$ cat config.mk
export PLATFORM = sky130hd
export DESIGN_NAME = alu_exec_ctrl_flat
export DESIGN_NICKNAME = d
export VERILOG_FILES = /design/src/rtl/alu_exec_if.sv /design/src/rtl/alu_exec_ctrl.sv /design/src/flat_wrapper.sv
export SDC_FILE = /design/constraint.sdc
export NUM_CORES = 1
export LEC_CHECK = 0
export ABC_AREA = 1
export CAP_MARGIN = 20
export CORE_MARGIN = 4
export CORE_UTILIZATION = 35
export DETAILED_ROUTE_END_ITERATION = 8
export PLACE_DENSITY_LB_ADDON = 0.05
export SLEW_MARGIN = 20
export SYNTH_ARGS = -nofsm -noshare
export SYNTH_HDL_FRONTEND = slang
export SYNTH_SLANG_ARGS = --single-unit
$ cat constraint.sdc
create_clock -name clk -period 4.4 [get_ports clk]
set_clock_uncertainty 0.1 [all_clocks]
set_input_delay 0.66 -clock clk [delete_from_list [all_inputs] [get_ports clk]]
set_output_delay 0.66 -clock clk [all_outputs]
set_load 0.02 [all_outputs]
$ cat src/rtl/alu_exec_if.sv
// Instruction-issue, ALU-operand and writeback bundle shared by the execute
// controller (slave) and whatever feeds it and hosts the ALU (master).
interface alu_exec_if;
    logic       in_valid;
    logic       in_ready;
    logic [5:0] in_op;
    logic [2:0] in_rd;
    logic [2:0] in_rs1;
    logic [2:0] in_rs2;
    logic       in_imm_en;
    logic [7:0] in_imm;

    logic [7:0] alu_a;
    logic [7:0] alu_b;
    logic [5:0] alu_op;
    logic [7:0] alu_result;

    logic       wb_valid;
    logic [2:0] wb_rd;
    logic [7:0] wb_data;
    logic       done;

    modport slave (
        input  in_valid, in_op, in_rd, in_rs1, in_rs2, in_imm_en, in_imm,
        input  alu_result,
        output in_ready, alu_a, alu_b, alu_op,
        output wb_valid, wb_rd, wb_data, done
    );

    modport master (
        output in_valid, in_op, in_rd, in_rs1, in_rs2, in_imm_en, in_imm,
        output alu_result,
        input  in_ready, alu_a, alu_b, alu_op,
        input  wb_valid, wb_rd, wb_data, done
    );
endinterface

$ cat src/rtl/alu_exec_ctrl.sv
// Single-issue execute controller: reads operands from an 8x8 register file,
// holds them on the ALU for EXEC_WAIT cycles, then writes the result back.
module alu_exec_ctrl #(
    parameter int EXEC_WAIT = 2
) (
    input  logic        clk,
    input  logic        rst,
    alu_exec_if.slave   bus,
    output logic        flag_zero,
    output logic [1:0]  flag_cmp,
    output logic        err_illegal,
    input  logic [2:0]  dbg_addr,
    output logic [7:0]  dbg_data
);

    localparam logic [5:0] OP_ADD = 6'b000000;
    localparam logic [5:0] OP_SUB = 6'b000001;
    localparam logic [5:0] OP_MUL = 6'b000010;
    localparam logic [5:0] OP_DIV = 6'b000011;
    localparam logic [5:0] OP_CMP = 6'b000100;
    localparam logic [5:0] OP_NOT = 6'b001000;
    localparam logic [5:0] OP_AND = 6'b001001;
    localparam logic [5:0] OP_OR  = 6'b001010;
    localparam logic [5:0] OP_XOR = 6'b001011;
    localparam logic [5:0] OP_NOP = 6'b010000;

    typedef enum logic [1:0] {S_IDLE, S_EXEC, S_WB} state_t;

    function automatic logic op_legal(input logic [5:0] op);
        case (op)
            OP_ADD, OP_SUB, OP_MUL, OP_DIV, OP_CMP,
            OP_NOT, OP_AND, OP_OR, OP_XOR, OP_NOP: op_legal = 1'b1;
            default:                               op_legal = 1'b0;
        endcase
    endfunction

    state_t          state_q, state_d;
    logic [3:0]      cnt_q, cnt_d;
    logic [7:0]      a_q, a_d;
    logic [7:0]      b_q, b_d;
    logic [5:0]      op_q, op_d;
    logic [2:0]      rd_q, rd_d;
    logic            we_q, we_d;
    logic            cmp_q, cmp_d;
    logic            ill_q, ill_d;
    logic [2:0]      wb_rd_q, wb_rd_d;
    logic [7:0]      wb_data_q, wb_data_d;
    logic [7:0][7:0] rf_q, rf_d;
    logic            fz_q, fz_d;
    logic [1:0]      fc_q, fc_d;
    logic            err_q, err_d;

    logic            in_ready, wb_valid, done;
    logic            legal;
    logic [7:0]      rs1_val, rs2_val;

    // r0 is never written, but mask it anyway so it reads zero by construction
    assign rs1_val = (bus.in_rs1 == 3'd0) ? 8'h00 : rf_q[bus.in_rs1];
    assign rs2_val = (bus.in_rs2 == 3'd0) ? 8'h00 : rf_q[bus.in_rs2];
    assign legal   = op_legal(bus.in_op);

    always_comb begin
        state_d   = state_q;
        cnt_d     = cnt_q;
        a_d       = a_q;
        b_d       = b_q;
        op_d      = op_q;
        rd_d      = rd_q;
        we_d      = we_q;
        cmp_d     = cmp_q;
        ill_d     = ill_q;
        wb_rd_d   = wb_rd_q;
        wb_data_d = wb_data_q;
        rf_d      = rf_q;
        fz_d      = fz_q;
        fc_d      = fc_q;
        err_d     = err_q;
        in_ready  = 1'b0;
        wb_valid  = 1'b0;
        done      = 1'b0;

        case (state_q)
            S_IDLE: begin
                in_ready = 1'b1;
                if (bus.in_valid) begin
                    a_d     = rs1_val;
                    b_d     = bus.in_imm_en ? bus.in_imm : rs2_val;
                    op_d    = legal ? bus.in_op : OP_NOP;
                    rd_d    = bus.in_rd;
                    we_d    = legal && (bus.in_op != OP_NOP) && (bus.in_rd != 3'd0);
                    cmp_d   = (bus.in_op == OP_CMP);
                    ill_d   = !legal;
                    cnt_d   = 4'(EXEC_WAIT - 1);
                    state_d = S_EXEC;
                end
            end
            S_EXEC: begin
                if (cnt_q == 4'd0) begin
                    wb_data_d = cmp_q ? {6'b0, bus.alu_result[1:0]} : bus.alu_result;
                    wb_rd_d   = rd_q;
                    state_d   = S_WB;
                end else begin
                    cnt_d = cnt_q - 4'd1;
                end
            end
            S_WB: begin
                done     = 1'b1;
                wb_valid = we_q;
                if (we_q) begin
                    rf_d[rd_q] = wb_data_q;
                    fz_d       = (wb_data_q == 8'h00);
                end
                // compare to r0 still updates the compare flags
                if (cmp_q) fc_d  = wb_data_q[1:0];
                if (ill_q) err_d = 1'b1;
                state_d = S_IDLE;
            end
            default: state_d = S_IDLE;
        endcase
    end

    always_ff @(posedge clk or posedge rst) begin
        if (rst) begin
            state_q   <= S_IDLE;
            cnt_q     <= '0;
            a_q       <= '0;
            b_q       <= '0;
            op_q      <= OP_NOP;
            rd_q      <= '0;
            we_q      <= 1'b0;
            cmp_q     <= 1'b0;
            ill_q     <= 1'b0;
            wb_rd_q   <= '0;
            wb_data_q <= '0;
            rf_q      <= '0;
            fz_q      <= 1'b0;
            fc_q      <= '0;
            err_q     <= 1'b0;
        end else begin
            state_q   <= state_d;
            cnt_q     <= cnt_d;
            a_q       <= a_d;
            b_q       <= b_d;
            op_q      <= op_d;
            rd_q      <= rd_d;
            we_q      <= we_d;
            cmp_q     <= cmp_d;
            ill_q     <= ill_d;
            wb_rd_q   <= wb_rd_d;
            wb_data_q <= wb_data_d;
            rf_q      <= rf_d;
            fz_q      <= fz_d;
            fc_q      <= fc_d;
            err_q     <= err_d;
        end
    end

    assign bus.in_ready = in_ready;
    assign bus.alu_a    = a_q;
    assign bus.alu_b    = b_q;
    assign bus.alu_op   = op_q;
    assign bus.wb_valid = wb_valid;
    assign bus.wb_rd    = wb_rd_q;
    assign bus.wb_data  = wb_data_q;
    assign bus.done     = done;

    assign flag_zero   = fz_q;
    assign flag_cmp    = fc_q;
    assign err_illegal = err_q;
    assign dbg_data    = (dbg_addr == 3'd0) ? 8'h00 : rf_q[dbg_addr];

endmodule

$ cat src/flat_wrapper.sv
// flat-port wrapper written by rule: the top's interface ports become plain ports
module alu_exec_ctrl_flat 
#(
    parameter int EXEC_WAIT = 2
)
  (clk, rst, flag_zero, flag_cmp, err_illegal, dbg_addr, dbg_data, bus_in_valid, bus_in_op, bus_in_rd, bus_in_rs1, bus_in_rs2, bus_in_imm_en, bus_in_imm, bus_alu_result, bus_in_ready, bus_alu_a, bus_alu_b, bus_alu_op, bus_wb_valid, bus_wb_rd, bus_wb_data, bus_done);
  alu_exec_if bus_i ();
  input  logic clk;
  input  logic rst;
  output logic flag_zero;
  output logic [1:0] flag_cmp;
  output logic err_illegal;
  input  logic [2:0] dbg_addr;
  output logic [7:0] dbg_data;
  input wire logic [$bits(bus_i.in_valid)-1:0] bus_in_valid;
  input wire logic [$bits(bus_i.in_op)-1:0] bus_in_op;
  input wire logic [$bits(bus_i.in_rd)-1:0] bus_in_rd;
  input wire logic [$bits(bus_i.in_rs1)-1:0] bus_in_rs1;
  input wire logic [$bits(bus_i.in_rs2)-1:0] bus_in_rs2;
  input wire logic [$bits(bus_i.in_imm_en)-1:0] bus_in_imm_en;
  input wire logic [$bits(bus_i.in_imm)-1:0] bus_in_imm;
  input wire logic [$bits(bus_i.alu_result)-1:0] bus_alu_result;
  output wire logic [$bits(bus_i.in_ready)-1:0] bus_in_ready;
  output wire logic [$bits(bus_i.alu_a)-1:0] bus_alu_a;
  output wire logic [$bits(bus_i.alu_b)-1:0] bus_alu_b;
  output wire logic [$bits(bus_i.alu_op)-1:0] bus_alu_op;
  output wire logic [$bits(bus_i.wb_valid)-1:0] bus_wb_valid;
  output wire logic [$bits(bus_i.wb_rd)-1:0] bus_wb_rd;
  output wire logic [$bits(bus_i.wb_data)-1:0] bus_wb_data;
  output wire logic [$bits(bus_i.done)-1:0] bus_done;
  assign bus_i.in_valid = bus_in_valid;
  assign bus_i.in_op = bus_in_op;
  assign bus_i.in_rd = bus_in_rd;
  assign bus_i.in_rs1 = bus_in_rs1;
  assign bus_i.in_rs2 = bus_in_rs2;
  assign bus_i.in_imm_en = bus_in_imm_en;
  assign bus_i.in_imm = bus_in_imm;
  assign bus_i.alu_result = bus_alu_result;
  assign bus_in_ready = bus_i.in_ready;
  assign bus_alu_a = bus_i.alu_a;
  assign bus_alu_b = bus_i.alu_b;
  assign bus_alu_op = bus_i.alu_op;
  assign bus_wb_valid = bus_i.wb_valid;
  assign bus_wb_rd = bus_i.wb_rd;
  assign bus_wb_data = bus_i.wb_data;
  assign bus_done = bus_i.done;
  alu_exec_ctrl #(.EXEC_WAIT(EXEC_WAIT)) u_core (.clk(clk), .rst(rst), .bus(bus_i), .flag_zero(flag_zero), .flag_cmp(flag_cmp), .err_illegal(err_illegal), .dbg_addr(dbg_addr), .dbg_data(dbg_data));
endmodule
==> results by group <==
Setup path
  • Setup crit end kind: primary output
  • Worst Path Required: 3.64 ns
  • Worst Path Max Fanout: 12
  • CP Capture Point: dbg_data[2]
  • Worst r2r dst: u_core.bus.alu_a[7]$_DFFE_PP0P_
  • R2R cell count: 6
  • Critical path class: in2out
  • RR Startpoint: u_core.state_q[1]$_DFFE_PP0P_
  • R2R Setup Slk: 2.31 ns
  • CP startpoint: dbg_addr[2]
  • Arrival time at the worst endpoint: 2.75 ns
  • Setup crit start kind: input pin

Clock tree
  • Hold Buf Count CTS: 0
  • CTS H-Tree Depth: 4
  • TritonCTS Buffers: 17
  • Post-CTS setup buffer count: 0
  • CTS tree: yes
  • Clk pin slew, worst setup/hold paths: 0.06 ns
  • Post-CTS Resized: 0
  • Worst-skew pair later-pin latency: 0.43 ns
  • CTS max path bufs: 2
  • Clock sinks: 113
  • Clock root buffer: clkbuf_16

Pwr
  • Cell leakage power: 3.41 nW
  • Pwr per Cell Area: 573 nW/µm²
  • Worst vdd ir: 0.371 mV

GRT
  • Vias in the first global route: 5673
  • Total GRT Usage: 0.221
  • Largest net degree at the start of global routing: 65
  • Remaining global-route overflow: 0
  • Initial antenna violation count: 0
  • First-pass GRT wire length: 32.7 mm

Placement
  • Port buffer count: 85
  • Placer Congestion: 0.921
  • Worst slack, placed: 0.839 ns
  • HPWL Detailed: 15.1 mm

Logic synthesis
  • Post-Syn Area: 5960 µm²
  • EDFF count, synth: 0
  • Register bit total from synthesis: 113
  • Syn_nets: 847
  • Post-synthesis compound-gate area fraction: 0.163
  • Count of cell types in the netlist: 28
  • Synth async-reset ratio: 1.00
  • Seq/Total Area, Yosys: 0.474
  • Most area-consuming cells after synthesis: dfrtp_1 47%, nand2_1 14%, o21ai_0 10%
  • Mux contribution to synthesized area: 0
  • Biggest area consumer among synthesized cells: dfrtp_1
  • Most common library cells after synthesis: 220 x nand2_1, 123 x o21ai_0, 112 x dfrtp_1
  • Xor/xnor share of the synthesized area: 0
  • Largest family of logic cells by synthesized area: simple AND/OR/NAND/NOR gates
  • Most numerous cell in the Yosys netlist: nand2_1
  • Simple logic cell fraction of the synthesized area: 0.280
  • Synth top area share: 0.470
  • Cells after Synth: 808
  • Yosys Warn Count: 0
  • Top FF cell, synth: dfrtp_1
  • Synth Area in Adders: 0.00210
  • Mean cell area of the mapped netlist: 7.38 µm²

Routing
  • Vias: 5684
  • Vias/cell: 5.12
  • DRC: 0
  • Total Wirelength: 20.8 mm
  • First drt pass iteration count: 6
  • Routed len/inst: 18.7 µm
  • Final ANT Viol Nets: 0
  • DR iter-0 viols: 449

STA
  • RSZ-0062 raised after global routing: no
  • Pins Over Slew Limit: 0
  • Worst slew pin tran: 0.845 ns
  • Period minus WS final: 3.51 ns
  • TNS Setup: 0 ns
  • Setup violators final: 0
  • Worst setup margin: 0.889 ns
  • Fin crit share: 0.798
  • Final Hold Fails: 0
  • Relative slew margins: 0.436
  • Fmax achieved: 285 MHz

Layout
  • Total Nets Final: 917
  • Share of cells above drive strength 1: 0.0584
  • # diodes: 0
  • Area grow syn2layout: 26.5%

Min path
  • Hold Crit Class: reg2reg

Job
  • Number of max-cap violations: 0

Die
  • Initial Util: 0.358
  • Chip width: 139 µm
  • I/O Pins: 86
  • Rows: 47
  • Die height: 139 µm
  • Core Region: 16600 µm²
  • Die area: 19200 µm²

Status
  • Status: finished, final reports clean
[sequential cells by signal, summed over array words and instances (netlist names), 3 cells and up]
register            count
u_core.bus.alu_a        8
u_core.bus.wb_rd        3
u_core.bus.alu_op       6
u_core.bus.wb_data      8
u_core.rf_q            64
u_core.rd_q             3
u_core.bus.alu_b        8
u_core.cnt_q            4
[kinds of logic (layout without fill, tap and decap cells)]
group,Yosys count,count (layout)
compound gates,186,186
fa+ha+maj,1,1
buf+inv,118,201
flops,113,113
simple gates,390,390
[layout make-up]
cell class | count | area [µm²]
fillers | 1686 | 9100
clock buffers | 19 | 443
inverters | 76 | 288
repair buffers | 93 | 923
well taps | 220 | 275
clock inverters | 13 | 128
multi-input cells | 577 | 2660
flip-flops and latches | 113 | 2830
[how the worst min path moves through the flow]
stage	startpoint	endpoint	slack [ns]	depth (start not counted)
after global routing	u_core.err_illegal$_DFFE_PP0P_	u_core.err_illegal$_DFFE_PP0P_	0.39	1
final	u_core.err_illegal$_DFFE_PP0P_	u_core.err_illegal$_DFFE_PP0P_	0.37	1
after detailed placement	u_core.err_illegal$_DFFE_PP0P_	u_core.err_illegal$_DFFE_PP0P_	0.36	1
after floorplan	u_core.rf_q[0]$_DFFE_PP0P_	u_core.rf_q[0]$_DFFE_PP0P_	0.35	2
after global placement	u_core.bus.alu_b[7]$_DFFE_PP0P_	u_core.bus.alu_b[7]$_DFFE_PP0P_	0.36	2
after CTS	u_core.err_illegal$_DFFE_PP0P_	u_core.err_illegal$_DFFE_PP0P_	0.38	1
[metrics by stage]
stage          std cells  power (mW)  instance area [µm²]  utilization  hold slack, ns
6_report            1111        4.32                 7540        0.453           0.371
3_3_place_gp        1079        3.00                 6970        0.419           0.362
2_1_floorplan        808        2.34                 5960            -           0.354
4_1_cts             1111        4.37                 7540        0.453           0.376
3_5_place_dp        1079        3.02                 6970        0.419           0.362
5_1_grt             1111        4.58                 7540        0.453           0.386
[power breakdown]
part           switching, mW  internal [mW]
clock                  0.530          0.799
sequential             0.299           1.33
combinational          0.835          0.530
[cells in the final DEF (no fill, tap or decap), types with 2 or more instances in the layout]
| cell | instances |
|---|---|
| o21ai_0 | 123 |
| and3_1 | 5 |
| clkdlybuf4s50_1 | 85 |
| nand3_1 | 94 |
| o22ai_1 | 4 |
| nor2_4 | 5 |
| nor3_1 | 3 |
| a21oi_1 | 45 |
| inv_6 | 4 |
| clkinv_1 | 2 |
| clkbuf_16 | 17 |
| dfrtp_1 | 112 |
| clkinvlp_4 | 3 |
| nand2_1 | 220 |
| o211ai_1 | 12 |
| clkinv_4 | 4 |
| inv_1 | 72 |
| nor2_1 | 55 |
| buf_4 | 7 |
| nand4_1 | 4 |
[per-layer routing]
metal / GRT usage / part of all wire / wire length, µm
met5: 0 / 0 / 0
met4: 0.0764 / 0.020 / 409
met3: 0.0469 / 0.051 / 1050
met2: 0.347 / 0.46 / 9630
met1: 0.305 / 0.47 / 9660
[critical path, stage by stage]
cell             delay [ns]
clkdlybuf4s50_1        0.80
inv_1                  0.22
nand3_1                0.25
nand2_1                0.08
nor2_1                 0.11
clkdlybuf4s50_1        0.63
Note: power is estimated with default switching activity, not from simulation.
